$ cat src/rtl/uart_rx_fifo.sv
// uart_rx_fifo: elastic buffer behind the UART receiver.
// Takes single-cycle byte strobes that ignore backpressure and re-presents
// them as a back-pressurable first-word-fall-through AXI-Stream master.
// Bytes that arrive with no free slot are dropped and flagged in a sticky
// overflow bit.
// Optional build macro UART_RX_FIFO_DROP_CNT_EN adds a saturating drop_cnt
// output that counts discarded bytes.
module uart_rx_fifo #(
  parameter int unsigned DATA_WIDTH = 8,
  parameter int unsigned DEPTH      = 16
) (
  input  logic                   clk,
  input  logic                   rst_n,
  input  logic [DATA_WIDTH-1:0]  s_axis_tdata,
  input  logic                   s_axis_tvalid,
  output logic                   s_axis_tready,
  output logic [DATA_WIDTH-1:0]  m_axis_tdata,
  output logic                   m_axis_tvalid,
  input  logic                   m_axis_tready,
  output logic [$clog2(DEPTH):0] level,
  output logic                   overflow,
  input  logic                   overflow_clr
`ifdef UART_RX_FIFO_DROP_CNT_EN
  ,
  output logic [15:0]            drop_cnt
`endif
);

  localparam int unsigned PTR_W = $clog2(DEPTH);
  localparam int unsigned LVL_W = PTR_W + 1;

  logic [DATA_WIDTH-1:0] r_mem [DEPTH];
  logic [PTR_W-1:0]      r_wr_ptr;
  logic [PTR_W-1:0]      r_rd_ptr;
  logic [LVL_W-1:0]      r_level;
  logic                  r_overflow;

  logic w_not_full;
  logic w_pop;
  logic w_push;
  logic w_drop;

  // Handshake decode; a pop frees the slot the same cycle, so a full FIFO
  // being read can still accept the incoming byte.
  assign w_not_full    = (r_level < LVL_W'(DEPTH));
  assign m_axis_tvalid = (r_level != '0);
  assign w_pop         = m_axis_tvalid & m_axis_tready;
  assign w_push        = s_axis_tvalid & (w_not_full | w_pop);
  assign w_drop        = s_axis_tvalid & ~w_push;
  assign s_axis_tready = w_not_full | m_axis_tready;

  // Head byte is forced to zero while empty so stale memory never leaks out.
  assign m_axis_tdata  = m_axis_tvalid ? r_mem[r_rd_ptr] : '0;
  assign level         = r_level;
  assign overflow      = r_overflow;

  // Storage array; contents need no reset because level gates visibility.
  always_ff @(posedge clk) begin
    if (w_push) begin
      r_mem[r_wr_ptr] <= s_axis_tdata;
    end
  end

  // Pointers and occupancy; pointers wrap naturally at DEPTH.
  always_ff @(posedge clk or negedge rst_n) begin
    if (!rst_n) begin
      r_wr_ptr <= '0;
      r_rd_ptr <= '0;
      r_level  <= '0;
    end else begin
      if (w_push) begin
        r_wr_ptr <= r_wr_ptr + PTR_W'(1);
      end
      if (w_pop) begin
        r_rd_ptr <= r_rd_ptr + PTR_W'(1);
      end
      unique case ({w_push, w_pop})
        2'b10:   r_level <= r_level + LVL_W'(1);
        2'b01:   r_level <= r_level - LVL_W'(1);
        default: r_level <= r_level;
      endcase
    end
  end

  // Sticky overflow; a drop in the same cycle as a clear wins.
  always_ff @(posedge clk or negedge rst_n) begin
    if (!rst_n) begin
      r_overflow <= 1'b0;
    end else if (w_drop) begin
      r_overflow <= 1'b1;
    end else if (overflow_clr) begin
      r_overflow <= 1'b0;
    end
  end

`ifdef UART_RX_FIFO_DROP_CNT_EN
  logic [15:0] r_drop_cnt;

  assign drop_cnt = r_drop_cnt;

  // Saturating drop counter; a drop during a clear restarts the count at one.
  always_ff @(posedge clk or negedge rst_n) begin
    if (!rst_n) begin
      r_drop_cnt <= '0;
    end else if (w_drop) begin
      if (overflow_clr) begin
        r_drop_cnt <= 16'd1;
      end else if (r_drop_cnt != 16'hFFFF) begin
        r_drop_cnt <= r_drop_cnt + 16'd1;
      end
    end else if (overflow_clr) begin
      r_drop_cnt <= '0;
    end
  end
`endif

endmodule

$ cat config.mk
export PLATFORM = sky130hd
export DESIGN_NAME = uart_rx_fifo
export DESIGN_NICKNAME = d
export VERILOG_FILES = /design/src/rtl/uart_rx_fifo.sv
export SDC_FILE = /design/constraint.sdc
export NUM_CORES = 1
export LEC_CHECK = 0
export CORE_AREA = 4 4 162 101
export DETAILED_ROUTE_END_ITERATION = 6
export DIE_AREA = 0 0 166 105
export SETUP_SLACK_MARGIN = 0.4
export SYNTH_ARGS = -nofsm -noshare
export SYNTH_HDL_FRONTEND = slang
export SYNTH_SLANG_ARGS = --single-unit
$ cat constraint.sdc
create_clock -name clk -period 2.1 [get_ports clk]
set_input_delay 0.42 -clock clk [delete_from_list [all_inputs] [get_ports clk]]
set_output_delay 0.42 -clock clk [all_outputs]
set_load 0.005 [all_outputs]
## Word level (Yosys, flattened, before mapping)

Memories as Yosys holds them, arrays and structs flattened.
Cells that the tools add are included.
Widths: inputs -> output; s select.

- Register bits: 14
- RAM bits: 128
- Output and inout port bits: 16
- Logic and storage cells: 27
- Memories kept: 1

- Add/subtract/negate cells: 4
- Order comparisons: 1
- Eq/ne operators: 2
- Multiplexer cells: 6
- Bitwise operators: 6
- Reduce and logical (&&, ||, !) cells: 3

Memories:

| name | depth | width | rd ports | clocked after memory_dff | wr ports | RTL line | source |
|---|---|---|---|---|---|---|---|
| r_mem | 16 | 8 | 1 | 0 | 1 | 32 | `logic [DATA_WIDTH-1:0] r_mem [DEPTH];` |

Operators with widths:

| cell | count |
|---|---|
| $pmux 5 s2 | 1 |
| $add 4x1->4 const B | 2 |
| $mux 8 | 1 |
| $add 5x1->5 const B | 1 |
| $lt 5x5->1 const B | 1 |
| $reduce_bool 5->1 | 1 |
| $sub 5x1->5 const B | 1 |
| $mux 1 | 4 |
| $reduce_bool 2->1 | 2 |
| $and 1x1->1 | 3 |
| $eq 2x1->1 const B | 1 |
| $eq 2x2->1 const B | 1 |
| $or 1x1->1 | 2 |
| $not 1->1 | 1 |

## Depth between registers and ports, before layout

- Depth after elaboration: 7
- Depth in mapped cells: 12
- Gate-level depth less buffers: 10

## Worst setup path before layout

OpenSTA, ideal clock, no wires.

- Path kind: register to register
- Start: register r_level[1], in the netlist level[1]
- End: register r_level[4], in the netlist level[4]
- Arrival time: 2.129 ns
- Data required time: 1.972 ns
- Path slack: -0.156 ns
- Cell stages (with the launch flop): 11
- Path buffers: 1
- Period minus slack after synthesis: 2.256 ns
- Cells stage by stage: dfrtp_1 -> nor3_1 -> a21boi_1 -> ha_1 -> buf_2 -> xor2_1 -> ha_1 -> and3b_1 -> o21ai_0 -> a21oi_1 -> xor2_1

- Longest elaborated chain between the ends: 6
- Elaborated cells between the ends (all ways): 11

Ends and longest elaborated chain:

| element | RTL line | source |
|---|---|---|
| start, declared | 35 | `logic [LVL_W-1:0] r_level;` |
| start signal, assigned | 78 | `2'b10: r_level <= r_level + LVL_W'(1);` |
| start signal, assigned | 79 | `2'b01: r_level <= r_level - LVL_W'(1);` |
| start signal, assigned | 80 | `default: r_level <= r_level;` |
| $reduce_bool 5->1 (*) | 46 | `assign m_axis_tvalid = (r_level != '0);` |
| $and 1x1->1 (*) | 47 | `assign w_pop = m_axis_tvalid & m_axis_tready;` |
| via w_pop | 39 | `logic w_pop;` |
| $or 1x1->1 | 48 | `assign w_push = s_axis_tvalid & (w_not_full \| w_pop);` |
| $and 1x1->1 | 48 |  |
| $eq 2x1->1 / $eq 2x2->1 (equally long branches) | 77 | `unique case ({w_push, w_pop})` |
| $pmux 5 s2 / $reduce_bool 2->1 (equally long branches) | - |  |

The timed path passes the listed nets; every way through them passes the cells marked *.
A chain may end at the register's enable or synchronous reset.

## Final worst setup path

- Start: register r_rd_ptr[0]
- End: output m_axis_tdata[4]

- Longest elaborated chain between the ends: 2

Ends and longest elaborated chain:

| element | RTL line | source |
|---|---|---|
| start, declared | 34 | `logic [PTR_W-1:0] r_rd_ptr;` |
| start signal, assigned | 75 | `r_rd_ptr <= r_rd_ptr + PTR_W'(1);` |
| $mem_v2 16x8 | - |  |
| $mux 8 | 53 | `assign m_axis_tdata = m_axis_tvalid ? r_mem[r_rd_ptr] : '0;` |
| end, declared | 17 | `output logic [DATA_WIDTH-1:0] m_axis_tdata,` |

No other way between the ends.

==> key figures <==
Finish
  • Commonest non-fill, non-tap cell in the layout: edfxtp_1
  • Final std cells w/o fill: 623
  • Ant. Diodes: 0
  • Area grow syn2layout: 38.72%
  • Final nets: 429
  • Commonest non-fill, non-tap cells in the layout: edfxtp_1, buf_6, mux4_2
  • Share of layout cells above drive strength 1: 49.52%
  • Final Util: 54.02%

Setup path
  • Crit-path cells: buf_6, buf_12, buf_16, mux4_2, mux2i_1, o22ai_1, buf_2
  • Crit-path leading delay family: multiplexers
  • CP peak stage delay: 480 ps
  • CP arrival: about 2100 ps
  • Crit path buf inv count: 4
  • Crit path capture type: output pin
  • Worst-path fanout max: 5
  • Worst Path Required: 1680 ps
  • Crit-path slowest cell: mux4_2
  • Crit start category: register
  • R2R setup slack: -130 ps
  • CP Class: register to output pin

Global routing
  • Grt ovf: 0
  • GRT Overall Usage: roughly 16%
  • Global-route wire length before repair: 20560 um
  • Vias in the first global route: 3292
  • Largest net degree at the start of global routing: 17
  • Initial antenna violation count: 1

Logic synthesis
  • Main combinational cell family by area after synthesis: multiplexers
  • Netlist Area Pre-Place: 5849 um2
  • Synth cell types: 31
  • Adder-Cell Fraction of Synth Area: under 10%
  • EDFF count, synth: 128
  • Syn nets: 312
  • Xor/xnor share of the synthesized area: ~1.9%
  • Mean Syn Cell Area: just over 20 um2
  • Synth Area in Compound Gates: 2.011%
  • Number of synthesis warnings: 0
  • Top_reg_cell synth: edfxtp_1
  • Simple-gate share of the synthesized area: 3.059%
  • Async set-reset flop share out of synthesis: 9.859%
  • Mapped Cells: 291
  • Sequential area share after synthesis: 71.70%
  • Mux cell area share after synthesis: 17.37%
  • #FFs+latches synth: around 140

Clock network
  • CTS buffer count: 17
  • CTS Sinks: approximately 140
  • Htree depth: 4
  • Clk root buf: clkbuf_16
  • Clock tree buffer depth: 2
  • # hold bufs at CTS: 0
  • TritonCTS clock tree: done
  • Skew-Pair Late Insertion Delay: 420 ps
  • Clock-pin transition on the worst setup and hold timing paths: 60 ps

Routing
  • Drt drc: 0
  • DRT antenna net count: 0
  • Routed WL per cell: 22.07 um
  • DR iter-0 viols: 239
  • Pre-antenna DRT Iters: 4
  • Routed WL: 13750 um
  • Vias: 3207
  • Vias per cell: 5.148

STA
  • Worst-margin pin slew: 636.5 ps
  • Max_slew headroom: 57.44%
  • Fin. max-slew vios: 0
  • Final setup viols: 11
  • Final setup margin: -453.6 ps
  • Final Hold Vio Count: 0
  • RSZ-0062 raised after global routing: yes
  • Fmax: 0.3916 GHz
  • Clock Skew: around 14 ps
  • Final cycle utilization of the critical path: 121.6%
  • Final min period: approximately 2600 ps

Die
  • Die Area: roughly 17000 um2
  • Die W: between 150 and 200 um
  • Std-Cell Rows: 35
  • # IOs: 29
  • Die height: 105 um
  • Core area: 15020 um2
  • Starting Density: between 30% and 40%

Run
  • Max-cap violations: 0

Power and ir drop
  • Pwr Total: 11400 uW
  • Pwr dens: 1405 nW/um2
  • Maximum vdd drop: 0.5821 mV
  • Static Leak: 0.002879 uW

Place
  • # port buffers: 28
  • Placed Instances: 558
  • Dpl hpwl: 8409 um
  • RD Place Congestion: around 0.74

Worst hold path
  • Worst hold-check path type: input port to async pin

Run status
  • Status: complete, but fails checks
  • Failing checks: negative setup slack
==> what timing repair did <==
action                     in CTS  in global routing
resized for setup             144                 46
cloned                          4                  0
setup endpoints to repair     135                145
setup buffers                  22                  8
pin swaps                      20                 24
==> metal layers <==
layer / vias to the layer above / global-route usage, % / routed length [um]
met3: 16 / 3.894 / 817
met5: - / 0 / 16
met1: 1691 / 23.80 / 6430
met4: 2 / 4.238 / 132
li1: 1413 / - / -
met2: 85 / 23.63 / 6355
==> registers in the layout, summed over array words and instances (netlist names) <==
signal / count
r_rd_ptr: 4
r_mem: 128
overflow: 1
r_wr_ptr: 4
level: 5
==> worst reg2reg max path, delay by kind of cell (launching register included) <==
kind            cells  cell delay (ps)
flops               1              430
fa+ha+maj           2              390
buf+inv             2              260
simple gates        2              480
compound gates      3              260
xor+xnor            2              290
==> final timing paths <==
kind / startpoint / endpoint / depth (start not counted)
setup reg to reg: level[2]$_DFFE_PN0P_ / level[4]$_DFFE_PN0P_ / 11
setup / recovery: r_rd_ptr[0]$_DFFE_PN0P_ / m_axis_tdata[4] / 7
hold reg to reg: r_rd_ptr[2]$_DFFE_PN0P_ / r_rd_ptr[2]$_DFFE_PN0P_ / 1
max in group asynchronous: rst_n / r_rd_ptr[0]$_DFFE_PN0P_ / 2
min in group clk: r_rd_ptr[2]$_DFFE_PN0P_ / r_rd_ptr[2]$_DFFE_PN0P_ / 1
hold / removal: rst_n / level[1]$_DFFE_PN0P_ / 2
==> power breakdown <==
group          total, uW  switching, uW  leakage (uW)  internal [uW]
clock network       2970           1200      0.000279           1770
logic               4730           2110       0.00128           2620
registers           3710            264       0.00132           3440
total              11400           3570       0.00288           7830
==> area by class of cell <==
class                           instances  area, um2
Tap cell                              203      254.0
Inverter                                6      25.02
Timing Repair Buffer                  113       1295
Fill cell                            1144       6907
Clock inverter                         14      155.1
Clock buffer                           17      425.4
Sequential cell                       142       4199
Multi-Input combinational cell        128       1760
==> cell usage after synthesis (all sizes together), types with 2 or more instances <==
library cell / instances / share of area (%)
mux2i: 16 / 2.7
buf: 14 / 1.8
ha: 8 / 1.7
nor2: 14 / 0.90
a21oi: 3 / 0.26
xor2: 7 / 1.0
and3b: 2 / 0.30
o21ai: 3 / 0.26
nor3: 5 / 0.43
o22ai: 9 / 0.96
mux2: 2 / 0.38
nand2b: 4 / 0.43
dfrtp: 14 / 6.0
nand2: 9 / 0.58
mux4: 32 / 14
nand4: 2 / 0.21
edfxtp: 128 / 66
xnor2: 6 / 0.90
inv: 6 / 0.38
==> logic make-up (layout without fill, tap and decap cells) <==
group | count (synthesis) | count (layout)
AOI/OAI and AO/OA | 19 | 19
xor gates and xnor gates | 13 | 13
adders and majority gates | 8 | 8
buffers and inverters | 21 | 150
DFF | 142 | 142
muxes | 50 | 50
and+or+nand+nor | 38 | 38
==> per-stage QoR <==
| stage | setup slack, ps | hold slack [ps] | area [um2] | TNS [ps] |
|---|---|---|---|---|
| finish | -453.6 | 319.0 | 8114 | -3529 |
| floorplan | 90.15 | 124.4 | 5848 | 0 |
| global route | -521.4 | 329.9 | 8114 | -4447 |
| global placement | -333.9 | 499.0 | 6698 | -14480 |
| CTS | -464.1 | 325.0 | 7863 | -3412 |
| detailed placement | -323.1 | 501.5 | 6698 | -14810 |
Power figures use the tool's default switching activity.
